==> config.mk <==
export PLATFORM = sky130hd
export DESIGN_NAME = servo_pwm_array
export DESIGN_NICKNAME = d
export VERILOG_FILES = /design/src/rtl/servo_pwm_array.sv
export SDC_FILE = /design/constraint.sdc
export NUM_CORES = 1
export LEC_CHECK = 0
export BUFFER_PORTS_ARGS = -buffer_cell sky130_fd_sc_hd__buf_2
export CAP_MARGIN = 25
export CORE_AREA = 4 4 191 240
export DETAILED_ROUTE_END_ITERATION = 10
export DIE_AREA = 0 0 195 244
export SLEW_MARGIN = 20
export SYNTH_ARGS = -nofsm -noshare
export SYNTH_HDL_FRONTEND = slang
export SYNTH_SLANG_ARGS = --single-unit
==> constraint.sdc <==
create_clock -name clk -period 2.7 [get_ports clk]
set_clock_uncertainty 0.15 [all_clocks]
set_input_delay 0.27 -clock clk [delete_from_list [all_inputs] [get_ports clk]]
set_output_delay 0.27 -clock clk [all_outputs]
set_load 0.02 [all_outputs]
==> src/rtl/servo_pwm_array.sv <==
`default_nettype none
// ============================================================================
// Module      : servo_pwm_array
// Description : N-channel servo PWM generator with an Avalon-MM register file.
//               Pulse widths are double-buffered and update on frame boundaries.
//               Define SERVO_PWM_RAMP_EN to enable the STEP slew limiter.
// Revision    : 1.0 - initial release
// ============================================================================
module servo_pwm_array #(
    parameter int NUM_CH     = 8,
    parameter int ADDR_W     = 4,
    parameter int PW_W       = 20,
    parameter int PERIOD_CYC = 1000000,
    parameter int MIN_PW     = 50000,
    parameter int MAX_PW     = 100000
) (
    input  logic              clk,
    input  logic              reset,
    input  logic [ADDR_W-1:0] address,
    input  logic              write,
    input  logic [31:0]       writedata,
    input  logic              read,
    output logic [31:0]       readdata,
    output logic [NUM_CH-1:0] servo_pwm
);

    localparam logic [PW_W-1:0] c_min_pw   = PW_W'(MIN_PW);
    localparam logic [PW_W-1:0] c_max_pw   = PW_W'(MAX_PW);
    localparam logic [PW_W-1:0] c_mid_pw   = PW_W'((MIN_PW + MAX_PW) / 2);
    localparam logic [PW_W-1:0] c_last_cnt = PW_W'(PERIOD_CYC - 1);

    logic [NUM_CH:0]                r_ctrl;
    logic [15:0]                    r_frame_count;
    logic [PW_W-1:0]                r_cnt;
    logic [NUM_CH-1:0][PW_W-1:0]    r_target;
    logic [NUM_CH-1:0][PW_W-1:0]    r_active;
    logic [NUM_CH-1:0][PW_W-1:0]    w_next_active;
    logic [PW_W-1:0]                w_wr_pw;
    logic [31:0]                    w_rdata;
    logic                           w_boundary;

    assign w_boundary = r_ctrl[0] && (r_cnt == c_last_cnt);

    // Clamp against the full 32-bit write value so large writes saturate high.
    always_comb begin
        w_wr_pw = writedata[PW_W-1:0];
        if (writedata < 32'(MIN_PW)) begin
            w_wr_pw = c_min_pw;
        end else if (writedata > 32'(MAX_PW)) begin
            w_wr_pw = c_max_pw;
        end
    end

`ifdef SERVO_PWM_RAMP_EN
    localparam logic [ADDR_W-1:0] c_step_addr = ADDR_W'(NUM_CH + 2);

    logic [PW_W-1:0] r_step;

    for (genvar gi = 0; gi < NUM_CH; gi++) begin : g_ramp
        logic            w_up;
        logic [PW_W-1:0] w_diff;

        assign w_up   = r_target[gi] > r_active[gi];
        assign w_diff = w_up ? (r_target[gi] - r_active[gi]) : (r_active[gi] - r_target[gi]);
        // STEP of zero means unlimited slew.
        assign w_next_active[gi] = ((r_step == '0) || (w_diff <= r_step)) ? r_target[gi] :
                                   w_up ? (r_active[gi] + r_step) : (r_active[gi] - r_step);
    end
`else
    assign w_next_active = r_target;
`endif

    always_comb begin
        w_rdata = '0;
        if (address == ADDR_W'(0)) begin
            w_rdata = 32'(r_ctrl);
        end else if (address == ADDR_W'(1)) begin
            w_rdata = {16'h0000, r_frame_count};
        end
`ifdef SERVO_PWM_RAMP_EN
        if (address == c_step_addr) begin
            w_rdata = 32'(r_step);
        end
`endif
        for (int i = 0; i < NUM_CH; i++) begin
            if (address == ADDR_W'(i + 2)) begin
                w_rdata = 32'(r_target[i]);
            end
        end
    end

    always_ff @(posedge clk) begin
        if (reset) begin
            r_ctrl        <= '0;
            r_frame_count <= '0;
            r_cnt         <= '0;
            r_target      <= {NUM_CH{c_mid_pw}};
            r_active      <= {NUM_CH{c_mid_pw}};
            readdata      <= '0;
            servo_pwm     <= '0;
`ifdef SERVO_PWM_RAMP_EN
            r_step        <= '0;
`endif
        end else begin
            if (!r_ctrl[0] || (r_cnt == c_last_cnt)) begin
                r_cnt <= '0;
            end else begin
                r_cnt <= r_cnt + PW_W'(1);
            end

            // Boundary load sees the pre-write TARGET; a same-cycle write lands next frame.
            if (w_boundary) begin
                r_active      <= w_next_active;
                r_frame_count <= r_frame_count + 16'd1;
            end

            if (write) begin
                if (address == ADDR_W'(0)) begin
                    r_ctrl <= writedata[NUM_CH:0];
                end
                for (int i = 0; i < NUM_CH; i++) begin
                    if (address == ADDR_W'(i + 2)) begin
                        r_target[i] <= w_wr_pw;
                    end
                end
`ifdef SERVO_PWM_RAMP_EN
                if (address == c_step_addr) begin
                    r_step <= writedata[PW_W-1:0];
                end
`endif
            end

            if (read) begin
                readdata <= w_rdata;
            end

            for (int i = 0; i < NUM_CH; i++) begin
                servo_pwm[i] <= r_ctrl[0] & r_ctrl[i+1] & (r_cnt < r_active[i]);
            end
        end
    end

endmodule
`default_nettype wire

# --- After elaboration in Yosys (flattened, before gate mapping) ---
# Cells that the tools add are included.
word_totals:
  reg_bits: 405
  inputBits: 40
  word_cells: 85
classes:
  n_addsub: 2
  magnitude_cmp: 10
  n_eq_ne: 10
  n_mux: 12
  n_bitwise: 16
  n_reduce_logical: 14
ops:
  columns: ["operator", "count"]
  rows:
  - ["2-to-1 mux 32 bit", 8]
  - ["less-than comparator 20 bit", 8]
  - ["2-to-1 mux 20 bit", 2]
  - ["greater-than comparator 32 x 17 -> 1 bit, second input constant", 1]
  - ["less-than comparator 32 x 16 -> 1 bit, second input constant", 1]
  - ["2-to-1 mux 16 bit", 2]
  - ["adder 20 x 1 -> 20 bit, second input constant", 1]
  - ["== test 20 bit, second input constant", 1]
  - ["AND reduction 2 bit", 9]
  - ["adder 16 x 1 -> 16 bit, second input constant", 1]
  - ["bitwise AND 1 bit", 16]
  - ["== test 4 x 3 -> 1 bit, second input constant", 4]
  - ["== test 4 x 2 -> 1 bit, second input constant", 2]
  - ["== test 4 bit, second input constant", 2]
  - ["== test 4 x 1 -> 1 bit, second input constant", 1]
  - ["logical NOT 4 bit", 1]
  - ["OR reduction 2 bit", 1]
  - ["logical AND 1 bit", 1]
  - ["logical NOT 1 bit", 1]
  - ["logical OR 1 bit", 1]

# --- Logic depth before layout (Yosys ltp) ---
# Gate-level depths: netlist (run 1).
depth:
  word_depth: 11
  mapped_depth: 10
  depth_no_buf: 7

# --- Worst setup path before layout (run 1) ---
# No wires, ideal clock.
synth_timing:
  path_type: "register to register"
  startpoint: "reg r_cnt[1]"
  endpoint: "reg r_frame_count[10]"
  setup_ns: 0.070
  arrival_ns: 2.092
  t_required_ns: 2.480
  slack_ns: 0.388
  stages_incl_launch_ff: 9
  n_path_buf: 2
  synth_period_minus_slack_ns: 2.312
  cell_sequence: "dfxtp_1 ha_1 and3_1 and4_1 buf_2 nand3_2 buf_6 or4_1 a21oi_1"
synth_via:
  elab_chain_len: 2
synth_rtl:
  columns: ["element", "line", "source"]
  rows:
  - ["from (decl)", "34", "logic [PW_W-1:0] r_cnt;"]
  - ["from (signal assigned)", "108", "r_cnt <= r_cnt + PW_W'(1);"]
  - ["== test 20 bit", "42", "assign w_boundary = r_ctrl[0] && (r_cnt == c_last_cnt);"]
  - ["logical AND 1 bit", "42", null]
  - ["to (signal assigned)", "114", "r_frame_count <= r_frame_count + 16'd1;"]
  - ["to (decl)", "33", "logic [15:0] r_frame_count;"]
# Every way passes these cells.
# A chain may end at the register's enable or synchronous reset.

# --- Worst setup path after layout (run 1) ---
layout_timing:
  startpoint: "reg r_cnt[14]"
  endpoint: "reg servo_pwm[1]"
layout_via:
  elab_chain_len: 2
layout_rtl:
  columns: ["element", "line", "source"]
  rows:
  - ["less-than comparator 20 bit", "138", "servo_pwm[i] <= r_ctrl[0] & r_ctrl[i+1] & (r_cnt < r_active[i]);"]
  - ["bitwise AND 1 bit", "138", null]
  - ["to (signal, indexed assignment)", "138", null]
  - ["to (decl)", "24", "output logic [NUM_CH-1:0] servo_pwm"]
# Every way passes these cells.

==> flow_metrics.env, run 1 <==
export IMPL_netlist_top_cells_area="dfxtp_1 41%, ha_1 9.9%, nand2_1 8.6%"
export IMPL_yosysSeqAreaShare_pct=40.6
export IMPL_p_sw_share_pct=23.4
export IMPL_synth_edff_count=0
export IMPL_drtPass1Iterations=5
export IMPL_yosys_area_share_simple_pct=22.2
export IMPL_setup_violations=0
export IMPL_worst_pin_slew_ps=981
export IMPL_total_leakage_power_nw=9.58
export IMPL_synth_main_ff_cell="dfxtp_1"
export IMPL_fmax_mhz=412
export IMPL_r2r_start="r_cnt[14]"
export IMPL_synth_top_family_by_area="simple AND/OR/NAND/NOR gates"
export IMPL_grt_use_met3_pct=3.22
export IMPL_antenna_found_initial=1
export IMPL_end_kind="flop"
export IMPL_cts_max_level=2
export IMPL_avgSynthCellArea_um2=8.35
export IMPL_arrival_ps=2740
export IMPL_clock_path_buffers=3
export IMPL_wl_per_cell_um=23.2
export IMPL_synth_adder_area_share_pct=9.94
export IMPL_p_clk_share_pct=45.2
export IMPL_grt_busiest_layer="met2"
export IMPL_holdPathEnd="r_active[140]"
export IMPL_synthMuxAreaShare_pct=2.24
export IMPL_peakVddDrop_uv=490
export IMPL_slew_limit_headroom_pct=34.6
export IMPL_reg2reg_to="servo_pwm[1]"
export IMPL_core_um2=43700
export IMPL_finalSetupTns_ps=0
export IMPL_gp_congestion=0.981
export IMPL_synth_top_cell_area_share_pct=40.6
export IMPL_die_width_um=195
export IMPL_grt_total_usage_pct=28.9
export IMPL_first_global_vias=16996
export IMPL_maxCapViolations=0
export IMPL_place_detailed_hpwl_um=54600
export IMPL_start_kind="flop"
export IMPL_min_path_cells=2
export IMPL_numCtsBuffers=40
export IMPL_rows=86
export IMPL_grt_pass1_wl_um=106000
export IMPL_yosys_top_cells_count="443 x nand2_1, 393 x dfxtp_1, 200 x a21oi_1"
export IMPL_synth_compound_area_share_pct=17.6
export IMPL_synth_most_common_cell="nand2_1"
export IMPL_synthArstFlopShare_pct=0
export IMPL_cts_setup_buffers=0
export IMPL_r2r_slack_ps=270
export IMPL_status="finished, final reports clean"
export IMPL_drc=0
export IMPL_drtIter0Drc=1562
export IMPL_area_growth_pct=16.0
export IMPL_critPathMaxFanout=6
export IMPL_vias=17631
export IMPL_syn_cell_area_um2=19400
export IMPL_postRouteAntennaNets=0
export IMPL_comb_power_share_pct=5.4
export IMPL_io_buffers=67
export IMPL_clk_insertion_delay_late_ps=550
export IMPL_synth_distinct_cells=76
export IMPL_yosysTopAreaCell="dfxtp_1"
export IMPL_seqPwrFrac_pct=49.3
export IMPL_grt_use_met2_pct=48.4
export IMPL_antenna_cells=0
export IMPL_finish_utilization_pct=51.5
export IMPL_post_route_period_util_pct=89.9
export IMPL_avgViaCountPerCell=5.76
export IMPL_internal_power_w=0.00913
export IMPL_synth_warnings=0
export IMPL_hp_start="reset"
export IMPL_period_minus_slack_ps=2430
export IMPL_die_y_um=244
export IMPL_ys_seq_elements=393
export IMPL_cts_tree="built"
export IMPL_r2r_cells=7
export IMPL_startpoint="r_cnt[14]"
export IMPL_grt_overflow_total=0
export IMPL_rsz0062_at_grt="no"
export IMPL_power_density_nw_per_um2=530
export IMPL_layout_drive_gt1_share_pct=12.1
export IMPL_drv_slew=0
export IMPL_timing_hold_worst_class="in -> reg"
export IMPL_io_pins=80
export IMPL_p_sw_w=0.00279
export IMPL_die_area_um2=47600
export IMPL_nets=2659
export IMPL_clk_pin_slew_worst_paths_ps=60
export IMPL_grt_util_met1_pct=35.6
export IMPL_worstSetupPathType="reg -> reg"
export IMPL_clock_sink_count=393
export IMPL_worst_ep_required_time_ps=3020
export IMPL_grt_max_degree=105
export IMPL_synth_cells=2322
export IMPL_wl_um=71100
export IMPL_finalHoldViolations=0
export IMPL_start_util_pct=44.4
export IMPL_synthXorXnorAreaFrac_pct=1.13
export IMPL_cts_root_buffer="clkbuf_16"
## flip-flops by register name, summed over array words and instances, names as in the netlist
register	cells
r_frame_count	16
r_ctrl	9
servo_pwm	8
r_active	160
readdata	20
r_target	160
r_cnt	20
## worst max-delay path, cell delays in order, from the launching register on
cell	delay, ps
dfxtp_1	490
buf_4	230
ha_1	250
a21oi_1	170
nor2b_1	70
a2111oi_0	510
o311ai_0	270
a21oi_1	200
## cells in the final DEF (no fill, tap or decap), types with 66 or more instances in the layout
cell type	instances
a21oi_1	200
nand3b_1	71
ha_1	154
buf_4	132
buf_2	66
inv_1	163
nand2_1	443
o21ai_0	78
dfxtp_1	392
nor2_1	122
## stage by stage
stage          instance area [µm²]  hold WS, ps  cells  power (W)  setup WS (ps)
5_1_grt                      22500         49.3   3062     0.0122           36.8
2_1_floorplan                19400          267   2333    0.00636            388
3_5_place_dp                 21200          297   2986    0.00663            231
4_1_cts                      22500         22.7   3062     0.0120            203
3_3_place_gp                 21200          289   2986    0.00663            223
6_report                     22500         38.7   3062     0.0119            273
## layer usage
metal  wire [µm]  share of wire, %
met5           0                 0
met2       33600                47
met1       28500                40
met3        3830               5.4
met4        5120               7.2
## worst max path at each step
stage | cells past startpoint | endpoint | slack [ps]
after floorplan | 8 | r_frame_count[10] | 390
after global placement | 7 | r_target[27] | 220
after detailed placement | 6 | servo_pwm[0] | 230
after CTS | 6 | servo_pwm[0] | 200
after global routing | 7 | servo_pwm[0] | 40
final | 7 | servo_pwm[1] | 270
## final cells by class
type	count	area, µm²
flip-flops and latches	393	7870
repair buffers	222	1710
multi-input cells	1645	10400
clock buffers	60	1170
inverters	163	612
fillers	4288	21200
clock inverters	7	70.1
well taps	572	716
## power by group through the flow
stage	registers (W)	logic (W)	clock network, W
after detailed placement	0.00601	0.000625	0
after global placement	0.00601	0.000619	0
after global routing	0.00588	0.000683	0.00569
after CTS	0.00588	0.000637	0.00546
final	0.00588	0.000648	0.00539
after floorplan	0.00601	0.000356	0
## cell families (layout without fill, tap and decap cells)
| logic type | Yosys count | in the layout |
|---|---|---|
| DFF | 393 | 393 |
| buffers and inverters | 295 | 452 |
| muxes | 42 | 42 |
| other | 1 | 12 |
| and+or+nand+nor | 878 | 878 |
| xor gates and xnor gates | 25 | 25 |
| AOI/OAI and AO/OA | 534 | 534 |
| adders and majority gates | 154 | 154 |
## repair_timing
| item | 4_1_cts | 5_1_grt |
|---|---|---|
| endpoints found under the hold margin | 9 | 0 |
| setup endpoints to repair | 0 | 2 |
| resized for setup | 0 | 1 |
| hold buffers | 9 | 0 |
No activity file was read; power rests on OpenSTA's default activity.
==> inputs of run 2 (changes only) <==
--- a/config.mk
+++ b/config.mk
@@ -10,6 +10,7 @@
 export CORE_AREA = 4 4 191 240
 export DETAILED_ROUTE_END_ITERATION = 10
 export DIE_AREA = 0 0 195 244
+export REMOVE_ABC_BUFFERS = 1
 export SLEW_MARGIN = 20
 export SYNTH_ARGS = -nofsm -noshare
 export SYNTH_HDL_FRONTEND = slang
==> flow_metrics.env, run 2 (synthesis results as in run 1) <==
export IMPL_worst_pin_slew_ps=997
export IMPL_worstSetupPathType="reg -> reg"
export IMPL_power_density_nw_per_um2=562
export IMPL_reg_top3="r_active x160, r_target x160"
export IMPL_rsz0062_at_grt="no"
export IMPL_area_growth_pct=16.2
export IMPL_rows=86
export IMPL_finish_utilization_pct=51.6
export IMPL_first_global_vias=16917
export IMPL_seqCellArea_um2=7870
export IMPL_grt_pass1_wl_um=102000
export IMPL_timing_hold_worst_class="in -> reg"
export IMPL_dpl_worst_slack_ps=0.930
export IMPL_cts_setup_buffers=0
export IMPL_layout_drive_gt1_share_pct=11.9
export IMPL_core_um2=43700
export IMPL_grt_max_degree=90
export IMPL_place_detailed_hpwl_um=51100
export IMPL_clk_pin_slew_worst_paths_ps=60
export IMPL_cts_max_level=2
export IMPL_grt_total_usage_pct=27.4
export IMPL_status="finished, final reports clean"
export IMPL_io_pins=80
export IMPL_place_area_um2=21000
export IMPL_timing_final_ws_setup_ps=168
export IMPL_fillers=4246
export IMPL_clock_path_buffers=3
export IMPL_drtPass1Iterations=5
export IMPL_fmax_mhz=395
export IMPL_start_util_pct=44.4
export IMPL_critPathMaxFanout=8
export IMPL_drtIter0Drc=1435
export IMPL_finalHoldViolations=0
export IMPL_drc=0
export IMPL_cts_tree="built"
export IMPL_total_leakage_power_nw=9.58
export IMPL_avgViaCountPerCell=5.72
export IMPL_cts_root_buffer="clkbuf_16"
export IMPL_die_y_um=244
export IMPL_arrival_ps=2800
export IMPL_drv_slew=0
export IMPL_worst_ep_required_time_ps=2970
export IMPL_antenna_found_initial=1
export IMPL_multi_input_area_um2=10400
export IMPL_post_route_period_util_pct=93.8
export IMPL_period_minus_slack_ps=2530
export IMPL_numCtsBuffers=42
export IMPL_end_kind="flop"
export IMPL_wl_um=67100
export IMPL_clock_sink_count=393
export IMPL_fin_area_um2=22500
export IMPL_die_area_um2=47600
export IMPL_peakVddDrop_uv=404
export IMPL_io_buffers=67
export IMPL_postRouteAntennaNets=0
export IMPL_vias=17477
export IMPL_setup_violations=0
export IMPL_antenna_cells=0
export IMPL_grt_overflow_total=0
export IMPL_gp_congestion=0.961
export IMPL_final_cell_mix="443 x nand2_1, 392 x dfxtp_1, 200 x a21oi_1"
export IMPL_die_width_um=195
export IMPL_slew_limit_headroom_pct=33.3
export IMPL_final_common_cell="nand2_1"
export IMPL_wl_per_cell_um=22.0
export IMPL_start_kind="flop"
export IMPL_fin_total_pwr_w=0.0127
export IMPL_nets=2643
export IMPL_maxCapViolations=0
export IMPL_clk_insertion_delay_late_ps=560
-- run 2: cell count changes in the layout (fill, tap and decap cells not counted), moves of 3 or more --
cell | before | now
clkbuf_8 | 8 | 15
bufinv_16 | 1 | 4
buf_12 | 14 | 9
clkbuf_1 | 12 | 8
buf_4 | 132 | 118
-- run 2: through the flow --
step	cells	setup TNS (ps)	hold slack (ps)
final	3053	0	70.0
after global routing	3053	0	82.4
after CTS	3053	0	51.6
after detailed placement	2967	0	292
after global placement	2967	0	289
after floorplan	2201	-312960	189
-- run 2: final timing paths --
check / from / endpoint / slack [ps] / depth (start not counted)
worst max-delay path: r_cnt[2] / servo_pwm[0] / 170 / 8
worst max register to register: r_cnt[2] / servo_pwm[0] / 170 / 8
worst min register to register: r_active[20] / r_active[20] / 300 / 2
worst min-delay path: reset / r_active[52] / 70 / 2
-- run 2: layer usage --
metal | up-vias | wire (µm) | GRT usage (%)
met3 | 173 | 3560 | 3.20
met1 | 8356 | 27900 | 34.9
li1 | 8337 | - | -
met4 | 2 | 4140 | 14.4
met2 | 609 | 31500 | 45.7
met5 | - | 11 | 0
-- run 2: cell type report --
class / instances / area share (%)
Inverter: 163 / 2.72
Sequential cell: 393 / 34.9
Tap cell: 572 / 3.18
Clock buffer: 65 / 5.76
Multi-Input combinational cell: 1645 / 46.0
Clock inverter: 11 / 0.744
Timing Repair Buffer: 204 / 6.70
-- run 2: power breakdown --
group | switching (W) | internal (W) | leakage [nW] | total, W
registers | 0.0000493 | 0.00584 | 3.18 | 0.00589
clock network | 0.00244 | 0.00369 | 0.718 | 0.00614
logic | 0.000423 | 0.000210 | 5.68 | 0.000633
total | 0.00292 | 0.00974 | 9.58 | 0.0127
-- run 2: repair_timing --
item                                    4_1_cts  5_1_grt
resized for setup                             1        3
hold buffers                                 10        0
hold endpoints to repair                     14        0
endpoints found under the setup margin        1        1
-- run 2: worst max-delay path, cell delays in order, from the launching register on --
cell      delay [ps]
dfxtp_1          360
buf_4            200
ha_1             300
nand2_1           40
o21ai_0          390
buf_4            190
a31oi_1          200
o311ai_1         440
a21oi_1          120
